--- config.mk ---
export PLATFORM = sky130hd
export DESIGN_NAME = serdes_rx_deframer
export DESIGN_NICKNAME = d
export VERILOG_FILES = /design/src/rtl/serdes_pkg.sv /design/src/rtl/sync_byte_fifo.sv /design/src/rtl/serdes_rx_deframer.sv
export SDC_FILE = /design/constraint.sdc
export NUM_CORES = 1
export LEC_CHECK = 0
export CORE_ASPECT_RATIO = 2
export CORE_MARGIN = 5
export CORE_UTILIZATION = 41
export DETAILED_ROUTE_END_ITERATION = 8
export SLEW_MARGIN = 0
export SYNTH_ARGS = -nofsm -noshare
export SYNTH_HDL_FRONTEND = slang
export SYNTH_HIERARCHICAL = 1
export SYNTH_SLANG_ARGS = --single-unit
--- constraint.sdc ---
create_clock -name clk -period 2.5 [get_ports clk]
set_input_delay 0.5 -clock clk [delete_from_list [all_inputs] [get_ports clk]]
set_output_delay 0.5 -clock clk [all_outputs]
set_load 0.03 [all_outputs]
--- src/rtl/serdes_pkg.sv ---
// serdes_pkg: definitions shared by the SERDES transmit and receive sides.
//   rx_state_e        : receive alignment state (hunting for sync / locked)
//   SYNC_BYTE_DEFAULT : default alignment / frame-delimiter byte
//   byte_is_sync()    : sync byte comparison used by the deframer
package serdes_pkg;

  typedef enum logic {
    RX_HUNT   = 1'b0,
    RX_LOCKED = 1'b1
  } rx_state_e;

  localparam logic [7:0] SYNC_BYTE_DEFAULT = 8'hBC;

  function automatic logic byte_is_sync(input logic [7:0] b, input logic [7:0] sync);
    return (b == sync);
  endfunction

endpackage

--- src/rtl/sync_byte_fifo.sv ---
// sync_byte_fifo: small byte FIFO, pointer-plus-count implementation.
// Ports:
//   clk, reset : clock, asynchronous active-high reset
//   push_i     : write data_i this cycle (ignored when full unless pop_i)
//   data_i     : byte to write
//   pop_i      : remove head this cycle (ignored when empty)
//   full_o     : FIFO holds DEPTH entries
//   empty_o    : FIFO holds no entries
//   head_o     : oldest entry (storage is zeroed on reset, so 8'h00 when empty after reset)
module sync_byte_fifo #(
  parameter int DEPTH = 4
) (
  input  logic       clk,
  input  logic       reset,
  input  logic       push_i,
  input  logic [7:0] data_i,
  input  logic       pop_i,
  output logic       full_o,
  output logic       empty_o,
  output logic [7:0] head_o
);

  localparam int AW = (DEPTH > 1) ? $clog2(DEPTH) : 1;
  localparam logic [AW:0] DEPTH_C = (AW+1)'(DEPTH);

  logic [7:0]    mem_q [DEPTH];
  logic [AW-1:0] wr_ptr_q;
  logic [AW-1:0] rd_ptr_q;
  logic [AW:0]   cnt_q;
  logic          wr_en_s;
  logic          rd_en_s;

  assign full_o  = (cnt_q == DEPTH_C);
  assign empty_o = (cnt_q == '0);
  assign head_o  = mem_q[rd_ptr_q];

  // When full, a simultaneous pop frees the head slot, which is exactly where
  // wr_ptr points, so the write may proceed in the same cycle.
  assign wr_en_s = push_i & (~full_o | pop_i);
  assign rd_en_s = pop_i & ~empty_o;

  // Storage, pointers and occupancy count
  always_ff @(posedge clk or posedge reset) begin
    if (reset) begin
      for (int i = 0; i < DEPTH; i++) begin
        mem_q[i] <= 8'h00;
      end
      wr_ptr_q <= '0;
      rd_ptr_q <= '0;
      cnt_q    <= '0;
    end else begin
      if (wr_en_s) begin
        mem_q[wr_ptr_q] <= data_i;
        wr_ptr_q        <= wr_ptr_q + AW'(1);
      end
      if (rd_en_s) begin
        rd_ptr_q <= rd_ptr_q + AW'(1);
      end
      case ({wr_en_s, rd_en_s})
        2'b10:   cnt_q <= cnt_q + (AW+1)'(1);
        2'b01:   cnt_q <= cnt_q - (AW+1)'(1);
        default: cnt_q <= cnt_q;
      endcase
    end
  end

endmodule

--- src/rtl/serdes_rx_deframer.sv ---
// serdes_rx_deframer: serial-to-byte receive deframer.
// Hunts for SYNC_BYTE in the MSB-first bitstream, then deframes FRAME_LEN data
// bytes between sync slots into a byte FIFO with a valid/ready interface.
// Ports:
//   clk        : clock, rising edge
//   reset      : asynchronous active-high reset, clears all state
//   ser_in     : serial data bit
//   ser_en     : ser_in is valid this cycle
//   dout       : FIFO head byte
//   dout_valid : FIFO non-empty
//   dout_ready : consumer accepts dout
//   locked     : alignment established
//   sync_err   : one-cycle pulse per bad sync slot
//   overflow   : sticky, a data byte was dropped on a full FIFO
module serdes_rx_deframer
  import serdes_pkg::*;
#(
  parameter logic [7:0] SYNC_BYTE  = SYNC_BYTE_DEFAULT,
  parameter int         FRAME_LEN  = 4,
  parameter int         MISS_MAX   = 2,
  parameter int         FIFO_DEPTH = 4
) (
  input  logic       clk,
  input  logic       reset,
  input  logic       ser_in,
  input  logic       ser_en,
  output logic [7:0] dout,
  output logic       dout_valid,
  input  logic       dout_ready,
  output logic       locked,
  output logic       sync_err,
  output logic       overflow
);

  localparam logic [3:0] FRAME_LEN_C = 4'(FRAME_LEN);
  localparam logic [2:0] MISS_MAX_C  = 3'(MISS_MAX);

  rx_state_e  state_q, state_d;
  logic [7:0] sr_q, sr_d;
  logic [2:0] bit_cnt_q, bit_cnt_d;
  logic [3:0] byte_cnt_q, byte_cnt_d;
  logic [2:0] miss_cnt_q, miss_cnt_d;
  logic       sync_err_q, sync_err_d;
  logic       overflow_q, overflow_d;

  logic [7:0] sr_next_s;
  logic [2:0] miss_inc_s;
  logic       push_s;
  logic       pop_s;
  logic       full_s;
  logic       empty_s;
  logic [7:0] head_s;

  assign sr_next_s  = {sr_q[6:0], ser_in};
  assign miss_inc_s = miss_cnt_q + 3'd1;
  assign pop_s      = ~empty_s & dout_ready;

  // Next-state logic: alignment FSM, shift register, counters, push request
  always_comb begin
    state_d    = state_q;
    sr_d       = sr_q;
    bit_cnt_d  = bit_cnt_q;
    byte_cnt_d = byte_cnt_q;
    miss_cnt_d = miss_cnt_q;
    sync_err_d = 1'b0;
    push_s     = 1'b0;
    if (ser_en) begin
      sr_d = sr_next_s;
      case (state_q)
        RX_HUNT: begin
          // Bit-by-bit search; a match defines the byte boundary.
          if (byte_is_sync(sr_next_s, SYNC_BYTE)) begin
            state_d    = RX_LOCKED;
            bit_cnt_d  = 3'd0;
            byte_cnt_d = 4'd0;
            miss_cnt_d = 3'd0;
          end else begin
            state_d = RX_HUNT;
          end
        end
        RX_LOCKED: begin
          if (bit_cnt_q == 3'd7) begin
            bit_cnt_d = 3'd0;
            if (byte_cnt_q < FRAME_LEN_C) begin
              push_s     = 1'b1;
              byte_cnt_d = byte_cnt_q + 4'd1;
            end else begin
              // Sync slot: never pushed, only checked.
              byte_cnt_d = 4'd0;
              if (byte_is_sync(sr_next_s, SYNC_BYTE)) begin
                miss_cnt_d = 3'd0;
              end else begin
                sync_err_d = 1'b1;
                if (miss_inc_s == MISS_MAX_C) begin
                  // Lock lost; sr is kept so the hunt continues seamlessly.
                  state_d    = RX_HUNT;
                  miss_cnt_d = 3'd0;
                end else begin
                  miss_cnt_d = miss_inc_s;
                end
              end
            end
          end else begin
            bit_cnt_d = bit_cnt_q + 3'd1;
          end
        end
        default: begin
          state_d = RX_HUNT;
        end
      endcase
    end else begin
      sr_d = sr_q;
    end
  end

  // Sticky overflow: a push that the FIFO cannot accept this cycle
  always_comb begin
    overflow_d = overflow_q;
    if (push_s && full_s && !pop_s) begin
      overflow_d = 1'b1;
    end else begin
      overflow_d = overflow_q;
    end
  end

  // State and status registers
  always_ff @(posedge clk or posedge reset) begin
    if (reset) begin
      state_q    <= RX_HUNT;
      sr_q       <= 8'h00;
      bit_cnt_q  <= 3'd0;
      byte_cnt_q <= 4'd0;
      miss_cnt_q <= 3'd0;
      sync_err_q <= 1'b0;
      overflow_q <= 1'b0;
    end else begin
      state_q    <= state_d;
      sr_q       <= sr_d;
      bit_cnt_q  <= bit_cnt_d;
      byte_cnt_q <= byte_cnt_d;
      miss_cnt_q <= miss_cnt_d;
      sync_err_q <= sync_err_d;
      overflow_q <= overflow_d;
    end
  end

  sync_byte_fifo #(
    .DEPTH (FIFO_DEPTH)
  ) u_fifo (
    .clk     (clk),
    .reset   (reset),
    .push_i  (push_s),
    .data_i  (sr_next_s),
    .pop_i   (pop_s),
    .full_o  (full_s),
    .empty_o (empty_s),
    .head_o  (head_s)
  );

  assign dout       = head_s;
  assign dout_valid = ~empty_s;
  assign locked     = (state_q == RX_LOCKED);
  assign sync_err   = sync_err_q;
  assign overflow   = overflow_q;

endmodule

==> results_dict.tcl <==
set metrics [dict create \
    worstPathArrival_ns 2.59 \
    power.switching_mw 1.05 \
    clock_skew_ns 0.00475 \
    syn-instance-count 212 \
    cts.sinks 59 \
    period_needed_ns 2.38 \
    startpoint_type "register" \
    fin_setup_tns_ns 0 \
    cts_inserted_buffers 9 \
    grt_max_degree 40 \
    cts_tree "built" \
    hold_class "register to register" \
    synth_edf_count 0 \
    netSwitchingFraction 0.292 \
    hold_violations 0 \
    drt_first_pass_iters 4 \
    placed_area_sq_mm 0.00328 \
    rsz0062_at_grt "yes" \
    start_util 0.418 \
    p_leak_nw 1.79 \
    drv_cap 0 \
    ioPinCount 17 \
    path_clk_slew_ns 0.05 \
    hpwl_microns 4130 \
    fillers 670 \
    p_total_mw 3.59 \
    grt_pass1_vias 2013 \
    syn_nets 228 \
    worstSkewPairLatency_ns 0.32 \
    fin_cells 348 \
    worst_slew_pin_slew_ns 0.615 \
    finalCritPeriodShare 0.953 \
    syn_avg_cell_area_sq_um 13.6 \
    drt_iter0_markers 82 \
    worstSetupEndpointType "register" \
    port_buffers 16 \
    die_area_sq_mm 0.00891 \
    async_flop_share 1.00 \
    hold_depth 1 \
    insertedDiodeCount 0 \
    ys_seq_elements 59 \
    antenna_found_initial 0 \
    synthToLayoutAreaGrowth_pct 26.1 \
    synth_seq_area_share 0.512 \
    cts_buffer_depth 2 \
    critPathRequiredTime_ns 2.71 \
    ys.warnings.count 6 \
    pwr-share-comb 0.285 \
    avgRoutedWirePerCell_microns 16.9 \
    p_clk_frac 0.360 \
    cts_hold_buf 0 \
    antenna_left 0 \
    drv_slew 0 \
    drive_gt1_frac 0.388 \
    crit_fanout 4 \
    seq_power_share 0.355 \
    grt_usage 0.148 \
    grt_overflow 0 \
    max_slew_margin 0.588 \
    grt_pass1_wl_microns 9990 \
    htreeDepth 3 \
    ys.flop_type "dfrtp_1" \
    fp-row-count 43 \
    p_int_mw 2.54 \
    die_h_microns 129 \
    power_density_mw_per_mm2 989 \
    max_freq_mhz 420 \
    cts_root_buffer "clkbuf_16" \
    nets 270 \
    core-area_sq_mm 0.00689 \
    finalWirelength_microns 5870 \
    ir_drop_mv 0.661 \
    route.detailed.drc 0 \
    die_x_microns 69.3 \
    vias_per_cell 5.26 \
    setup_viol 0 \
    worstSetupPathType "register to register" \
    place_inst 332 \
    yosys.cell_types.count 42 \
    outcome "complete, no violations" \
    fin_area_sq_mm 0.00363 \
    place.gp.congestion 0.743 \
    vias 1831 \
    syn_area_sq_mm 0.00288 \
    rr_worst_depth 11 \
]
[critical path, stage by stage (launching register included)]
cell and delay (ns):
dfrtp_1 0.39, ha_1 0.16, ha_1 0.17, nor3b_4 0.21, and3_4 0.22, or2b_2 0.31, ha_1 0.21, inv_1 0.07
fa_2 0.19, xor2_1 0.14, nor2_1 0.07, xor2_1 0.14
[area by class of cell]
type / count / area (sq um) / area share
multi-input cells: 133 / 1340 / 0.367
well taps: 90 / 113 / 0.0310
clock inverters: 5 / 77.6 / 0.0213
flip-flops and latches: 59 / 1480 / 0.406
inverters: 12 / 45.0 / 0.0124
repair buffers: 39 / 349 / 0.0960
clock buffers: 10 / 239 / 0.0657
[power by group through the flow]
stage | clock (mW) | sequential, mW | combinational, mW
after floorplan | 0 | 1.26 | 0.661
final | 1.29 | 1.28 | 1.02
after detailed placement | 0 | 1.29 | 0.995
after CTS | 1.32 | 1.28 | 1.00
after global routing | 1.37 | 1.31 | 1.11
after global placement | 0 | 1.28 | 0.974
[registers in the layout, summed over array words and instances, names as in the netlist]
register / flops
u_fifo/mem_q: 32
locked: 1
byte_cnt_q: 4
miss_cnt_q: 3
overflow: 1
sr_q: 7
sync_err: 1
u_fifo/rd_ptr_q: 2
bit_cnt_q: 3
u_fifo/wr_ptr_q: 2
u_fifo/cnt_q: 3
[cells by family (layout without fill, tap and decap cells)]
| logic type | count (synthesis) | after routing | share of synthesized area |
|---|---|---|---|
| xor gates and xnor gates | 7 | 7 | 0.0213 |
| buffers and inverters | 20 | 66 | 0.0308 |
| and+or+nand+nor | 42 | 42 | 0.0912 |
| AOI/OAI and AO/OA | 24 | 24 | 0.0716 |
| adders and majority gates | 11 | 11 | 0.0504 |
| DFF | 59 | 59 | 0.512 |
| muxes | 49 | 49 | 0.222 |
[per-stage QoR]
| stage | hold WS (ns) | util | worst slack (ns) |
|---|---|---|---|
| after detailed placement | 0.452 | 0.476 | -0.128 |
| after CTS | 0.470 | 0.521 | 0.00347 |
| final | 0.468 | 0.528 | 0.117 |
| after floorplan | 0.453 | - | 0.0480 |
| after global routing | 0.499 | 0.528 | -0.0262 |
| after global placement | 0.458 | 0.476 | -0.0878 |
[cell usage in the layout (no fill, tap or decap), drive strengths merged, types with 7 or more instances in the layout]
master / Yosys / final
mux4: 8 / 8
clkdlybuf4s50: 0 / 8
nand3: 10 / 10
clkbuf: 1 / 10
ha: 10 / 10
buf: 7 / 23
o211ai: 7 / 7
mux2: 40 / 40
dfrtp: 59 / 59
dlymetal6s2s: 0 / 7
nand2: 11 / 11
inv: 12 / 12
[path summary, 6_finish.rpt]
kind	start	endpoint	slack, ns
worst max-delay path	bit_cnt_q[0]	u_fifo/cnt_q[2]	0.12
worst max register to register	bit_cnt_q[0]	u_fifo/cnt_q[2]	0.12
max in group asynchronous	reset	u_fifo/mem_q[19]	1.50
worst min-delay path	overflow	overflow	0.47
worst min register to register	overflow	overflow	0.47
min in group asynchronous	reset	locked	0.56
[timing repair]
| item | CTS | global route |
|---|---|---|
| setup endpoints to repair | 1 | 9 |
| hold endpoints to repair | 0 | 0 |
| gates resized for setup | 1 | 11 |
| setup buffers | 0 | 1 |
| pin swaps | 0 | 3 |
[layer usage]
layer  global-route usage  routed length (microns)  vias to the layer above
li1                     -                        -                      857
met1                0.155                     2240                      935
met2                0.261                     3300                       28
met3               0.0438                      180                       11
met4               0.0852                      142                        0
met5                    0                        0                        -
[synth_stat cells (all sizes together) (2+ instances only)]
library cell,number,area [sq um]
mux2,40,450
inv,12,45.0
o211ai,7,52.6
dfrtp,59,1480
nand3,10,50.1
ha,10,125
nand4b,2,17.5
xor2,3,26.3
and3,2,12.5
nor2,6,32.5
nand2,11,41.3
a21o,2,15.0
o311ai,4,57.6
o21ai,3,15.0
buf,7,40.0
xnor2,4,35.0
nand4,2,12.5
mux4,8,180
a31oi,2,12.5
nor2b,2,12.5
(Power assumes the default switching activity.)
